<file path="config.mk">
export PLATFORM = sky130hd
export DESIGN_NAME = icache_refill_ctrl
export DESIGN_NICKNAME = d
export VERILOG_FILES = /design/src/rtl/fetch_pkg.sv /design/src/rtl/refill_watchdog.sv /design/src/rtl/icache_refill_ctrl.sv
export SDC_FILE = /design/constraint.sdc
export NUM_CORES = 1
export LEC_CHECK = 0
export ABC_AREA = 1
export BUFFER_PORTS_ARGS = -buffer_cell sky130_fd_sc_hd__buf_2
export CAP_MARGIN = 20
export CORE_ASPECT_RATIO = 1.4
export CORE_MARGIN = 1
export CORE_UTILIZATION = 45
export CTS_BUF_LIST = sky130_fd_sc_hd__clkbuf_2
export DETAILED_ROUTE_END_ITERATION = 16
export HOLD_SLACK_MARGIN = 0.06
export PLACE_DENSITY = 0.82
export RECOVER_POWER = 25
export SYNTH_ARGS = -nofsm -noshare
export SYNTH_HDL_FRONTEND = slang
export SYNTH_HIERARCHICAL = 1
export SYNTH_SLANG_ARGS = --single-unit
</file>
<file path="constraint.sdc">
create_clock -name Clk -period 1.9 [get_ports Clk]
set_input_delay 0.38 -clock Clk [delete_from_list [all_inputs] [get_ports Clk]]
set_output_delay 0.38 -clock Clk [all_outputs]
set_load 0.02 [all_outputs]
</file>
<file path="src/rtl/fetch_pkg.sv">
// Shared definitions for the instruction-fetch refill logic: refill FSM state encoding,
// default line geometry and a width helper.
package fetch_pkg;

  typedef logic [2:0] state_t;

  localparam state_t IDLE   = 3'd0;
  localparam state_t FETCH  = 3'd1;
  localparam state_t COMMIT = 3'd2;
  localparam state_t DONE   = 3'd3;
  localparam state_t ERR    = 3'd4;

  localparam int unsigned DEF_LINE_WORDS = 4;
  localparam int unsigned DEF_TIMEOUT    = 64;

  // Counter width that never collapses to zero bits.
  function automatic int unsigned clog2_min1(input int unsigned v);
    return (v > 1) ? $clog2(v) : 1;
  endfunction

endpackage

</file>
<file path="src/rtl/refill_watchdog.sv">
// Stall watchdog for a line refill: counts enabled cycles since the last clear and flags
// expiry on the cycle the count reaches TIMEOUT-1 without a clear.
module refill_watchdog
  import fetch_pkg::*;
#(
  parameter int unsigned TIMEOUT = DEF_TIMEOUT
) (
  input  logic Clk,
  input  logic Rst,
  input  logic clear,
  input  logic enable,
  output logic expire
);

  localparam int unsigned WD_W = clog2_min1(TIMEOUT);

  logic [WD_W-1:0] cnt_q, cnt_d;

  always_comb begin
    cnt_d = cnt_q;
    if (clear) begin
      cnt_d = '0;
    end else if (enable) begin
      cnt_d = cnt_q + WD_W'(1);
    end
  end

  // A clear in the same cycle (word returned) takes priority over expiry.
  assign expire = enable && !clear && (cnt_q == WD_W'(TIMEOUT - 1));

  always_ff @(posedge Clk) begin
    if (!Rst) begin
      cnt_q <= '0;
    end else begin
      cnt_q <= cnt_d;
    end
  end

endmodule

</file>
<file path="src/rtl/icache_refill_ctrl.sv">
// I-cache line refill sequencer: on a fetch miss it stalls fetch, reads one line word by
// word over a req/ack memory port, writes it into the data array and validates the tag.
module icache_refill_ctrl
  import fetch_pkg::*;
#(
  parameter int unsigned ADDR_W     = 32,
  parameter int unsigned DATA_W     = 32,
  parameter int unsigned LINE_WORDS = DEF_LINE_WORDS,
  parameter int unsigned TIMEOUT    = DEF_TIMEOUT
) (
  input  logic              Clk,
  input  logic              Rst,
  input  logic              Imiss,
  input  logic [ADDR_W-1:0] MissAddr,
  input  logic              FlushPipeandPC,
  output logic              RefillStall,
  output logic              MemReq,
  output logic [ADDR_W-1:0] MemAddr,
  input  logic              MemAck,
  input  logic [DATA_W-1:0] MemRData,
  output logic              CacheWE,
  output logic [ADDR_W-1:0] CacheWAddr,
  output logic [DATA_W-1:0] CacheWData,
  output logic              CacheValidate,
  output logic [ADDR_W-1:0] CacheTagAddr,
  output logic              RefillDone,
  output logic              RefillErr
);

  localparam int unsigned LINE_BYTES = LINE_WORDS * 4;
  localparam int unsigned OFFS_W     = clog2_min1(LINE_BYTES);
  localparam int unsigned CNT_W      = clog2_min1(LINE_WORDS);

  state_t            state_q, state_d;
  logic [ADDR_W-1:0] base_q, base_d;
  logic [CNT_W-1:0]  cnt_q, cnt_d;
  logic              we_q;
  logic [ADDR_W-1:0] waddr_q;
  logic [DATA_W-1:0] wdata_q;

  logic              in_fetch, ack, wd_clear, wd_expire;
  logic [ADDR_W-1:0] word_addr;

  assign in_fetch  = (state_q == FETCH);
  assign ack       = in_fetch && MemAck;
  assign wd_clear  = !in_fetch || MemAck;
  assign word_addr = base_q + (ADDR_W'(cnt_q) << 2);

  refill_watchdog #(
    .TIMEOUT(TIMEOUT)
  ) u_watchdog (
    .Clk   (Clk),
    .Rst   (Rst),
    .clear (wd_clear),
    .enable(in_fetch),
    .expire(wd_expire)
  );

  always_comb begin
    state_d = state_q;
    base_d  = base_q;
    cnt_d   = cnt_q;
    case (state_q)
      IDLE: begin
        // A miss raised together with a redirect is on the wrong path.
        if (Imiss && !FlushPipeandPC) begin
          base_d  = (MissAddr >> OFFS_W) << OFFS_W;
          cnt_d   = '0;
          state_d = FETCH;
        end
      end
      FETCH: begin
        if (MemAck) begin
          cnt_d = cnt_q + CNT_W'(1);
          if (cnt_q == CNT_W'(LINE_WORDS - 1)) begin
            state_d = COMMIT;
          end
        end else if (wd_expire) begin
          state_d = ERR;
        end
      end
      COMMIT:  state_d = DONE;
      DONE:    state_d = IDLE;
      ERR:     state_d = IDLE;
      default: state_d = IDLE;
    endcase
  end

  always_ff @(posedge Clk) begin
    if (!Rst) begin
      state_q <= IDLE;
      base_q  <= '0;
      cnt_q   <= '0;
      we_q    <= 1'b0;
      waddr_q <= '0;
      wdata_q <= '0;
    end else begin
      state_q <= state_d;
      base_q  <= base_d;
      cnt_q   <= cnt_d;
      we_q    <= ack;
      waddr_q <= ack ? word_addr : '0;
      wdata_q <= ack ? MemRData : '0;
    end
  end

  assign RefillStall   = in_fetch || (state_q == COMMIT);
  assign MemReq        = in_fetch;
  assign MemAddr       = in_fetch ? word_addr : '0;
  assign CacheWE       = we_q;
  assign CacheWAddr    = waddr_q;
  assign CacheWData    = wdata_q;
  assign CacheValidate = (state_q == COMMIT);
  assign CacheTagAddr  = (state_q == COMMIT) ? base_q : '0;
  assign RefillDone    = (state_q == DONE);
  assign RefillErr     = (state_q == ERR);

endmodule

</file>
==> results by group <==
Status
  – Status: finished, violations left
  – Failing checks: negative setup slack

Logic synthesis
  – Syn Area/Cell: 7.90 sq um
  – Synth warnings: 6
  – Post-synthesis sequential area ratio: 0.577
  – Area leader, netlist: dfxtp_1
  – Cell variety after synth: 22
  – Synthesized flop and latch total: 102
  – Post-synth top area share: 0.577
  – Area contributors post-synth: dfxtp_1 58%, nor2_1 14%, inv_1 8.1%
  – Post-Syn Area: 0.00354 sq mm
  – Cells after Synth: 448

Timing
  – RSZ-0062 raised after global routing: true
  – Clk_skew: 0.0284 ns
  – Finish-stage setup viols: 61
  – Final count of hold timing violations: 0
  – Slew Limit Fails: 0
  – Setup TNS: -12.85 ns
  – Period Utilization, post-route: 1.15
  – Minimum clock period: 2.19 ns
  – Fmax: 456 MHz
  – Final worst slack: -0.292 ns

Cells and area
  – Final non-filler cell total: 789
  – Final core occ: 0.786
  – Layout cells sized above 1: 0.403
  – Area delta synth->final: 66.5%
  – Nets: 759
  – Ant diodes: 0

Detailed routing
  – 1st-pass router iterations: 5
  – Post-Route WL: 12400 um
  – Vias: 3828
  – Drt wl/cell: 15.7 um
  – Drt drc: 0
  – Routed via count divided by cell count: 4.85
  – Post-route ant nets: 0
  – DR iter-0 viols: 169

Floorplanning
  – # IOs: 203
  – Number of core rows: 37
  – Core Area: 0.00750 sq mm
  – Die width: 77.0 um
  – Die height: 107 um
  – Initial Utilization: 0.472
  – Die area: 0.00823 sq mm

CTS
  – CTS sink count: 102
  – CTS root buffer: clkbuf_2
  – CTS Buffer Depth: 2
  – Clock transition at path regs: 0.26 ns
  – CTS buffer count: 9
  – Worst skew pair latency: 0.57 ns
  – H-tree Lvls: 3
  – CTS tree: built

Power
  – Peak supply drop: 0.589 mV
  – Pwr Total: 4.09 mW
  – Pwr dens: 694 mW/mm^2
  – Leak: 2.80 nW

Place
  – Dpl cells: 722
  – DP Wirelength: 6190 um
  – Port bufs: 190
  – GP Congestion: 0.854
  – Placement Setup Slack: 0.173 ns

Critical path
  – Req. time, crit path: 1.52 ns
  – Launching point of the worst reg2reg path: state_q[0]
  – Worst Setup End Kind: output pin
  – Worst path buffer plus inverter count: 4
  – Crit-path cells: clkinv_4 > nor3_4 > inv_2 > buf_6 > nor2_2 > buf_4
  – FF-to-FF End: CacheWData[6]
  – CP max-delay cell: dfxtp_2
  – Delay-heaviest family, CP: buffers and inverters
  – Slowest stage delay, CP: 0.41 ns
  – Critical path class: reg2out
  – Critical path launch point type: flip-flop
  – Worst reg2reg path depth: 9
  – Crit path arrival time: 1.81 ns
  – CP Capture Point: CacheTagAddr[29]
  – Crit path depth: 6
  – Flop-to-flop setup slack: 0.09 ns
  – Crit path from: state_q[1]
  – Worst-path maximum fanout: 9

Job
  – MaxCap Viol Count: 0

GRT
  – Initial antenna violation count: 0
  – First-pass GRT wire length: 17400 um
  – Vias in the first global route: 3688
  – Largest net degree at the start of global routing: 49
  – Total track usage: 0.276
  – Residual overflow from global routing: 0

Worst hold path
  – Hold Path Class: in2reg
## where the power goes
group / switching [mW] / internal (mW) / total [mW] / leakage [nW]
Combinational: 0.438 / 0.296 / 0.734 / 1.89
Clock: 0.679 / 0.437 / 1.12 / 0.0796
Sequential: 0.0221 / 2.22 / 2.24 / 0.830
Total: 1.14 / 2.95 / 4.09 / 2.80
## how the worst min path moves through the flow
stage / startpoint / end / slack, ns / cells after the start
global placement: u_watchdog/cnt_q[2] / u_watchdog/cnt_q[2] / 0.47 / 2
global route: MissAddr[30] / base_q[30] / 0.06 / 3
finish: MissAddr[5] / base_q[5] / 0.08 / 3
detailed placement: base_q[16] / CacheWAddr[16] / 0.48 / 2
floorplan: cnt_q[1] / CacheWAddr[3] / 0.45 / 2
CTS: MissAddr[10] / base_q[10] / 0.06 / 3
## metal layers
metal,track usage,vias up,wire (um)
met4,0.158,0,624
met3,0.0672,60,959
met1,0.275,1744,4260
met2,0.515,222,6560
met5,0,-,0
li1,-,1802,-
## logic make-up (layout without fill, tap and decap cells)
kind of cell,Yosys count,in the layout,share of synthesized area
compound gates,63,63,0.0908
fa+ha+maj,2,2,0.00707
buf+inv,106,343,0.125
flops,102,102,0.577
other cells,1,8,0.00106
simple gates,174,174,0.199
## area by class of cell
cell class                 instances  area [sq um]
clock inverter                     4          72.6
sequential                       102          2050
multi-input combinational        247          1390
inverter                          77           299
clock buffer                      11          55.1
fill                             454          1600
timing repair buffer             251          1910
tap                               97           121
## cell usage after synthesis
library cell	number
nor2_1	133
dfxtp_1	102
inv_1	76
a21oi_1	31
o21ai_0	30
nand2_1	21
buf_2	12
buf_4	8
clkbuf_1	6
nand3_1	5
nor3_1	4
buf_1	3
nand2_2	3
nand4_1	3
ha_1	2
nor2_2	2
nor2_4	2
a211oi_1	1
a21oi_2	1
conb_1	1
inv_2	1
nor3_2	1
## layout by cell type, fill, tap and decap left out, drive strengths merged
cell,n
conb,8
dlygate4sd3,41
inv,76
clkinv,3
bufinv,2
clkbuf,20
ha,2
dfxtp,102
a21oi,32
a211oi,1
o21ai,30
nand3,5
buf,201
nor3,5
nand4,3
nor2,137
nand2,24
## worst reg2reg max path, stage by stage (launching register included)
cell	delay, ns
dfxtp_2	0.39
inv_2	0.05
nor2_4	0.13
nand2_4	0.15
clkbuf_16	0.23
buf_4	0.15
nor2_4	0.11
nand2_2	0.07
buf_6	0.21
nor2_1	0.23
## per-stage QoR
step / hold WS (ns) / cell area [sq um]
2_1_floorplan: 0.448 / 3570
3_3_place_gp: 0.468 / 4550
3_5_place_dp: 0.478 / 4550
4_1_cts: 0.0615 / 5640
5_1_grt: 0.0615 / 5900
6_report: 0.0798 / 5900
## sequential cells by signal, indices dropped and copies added, names as in the netlist
signal and cells:
cnt_q 2, state_q 3, base_q 28, CacheWAddr 30, CacheWE 1, CacheWData 32
u_watchdog/cnt_q 6
## timing repair
action,CTS,global route
hold buffers,41,0
pin swaps,1,4
setup endpoints to repair,60,65
buffers inserted,7,5
cloned,2,1
resized for setup,150,62
endpoints found under the hold margin,41,0
(Power assumes the default switching activity.)
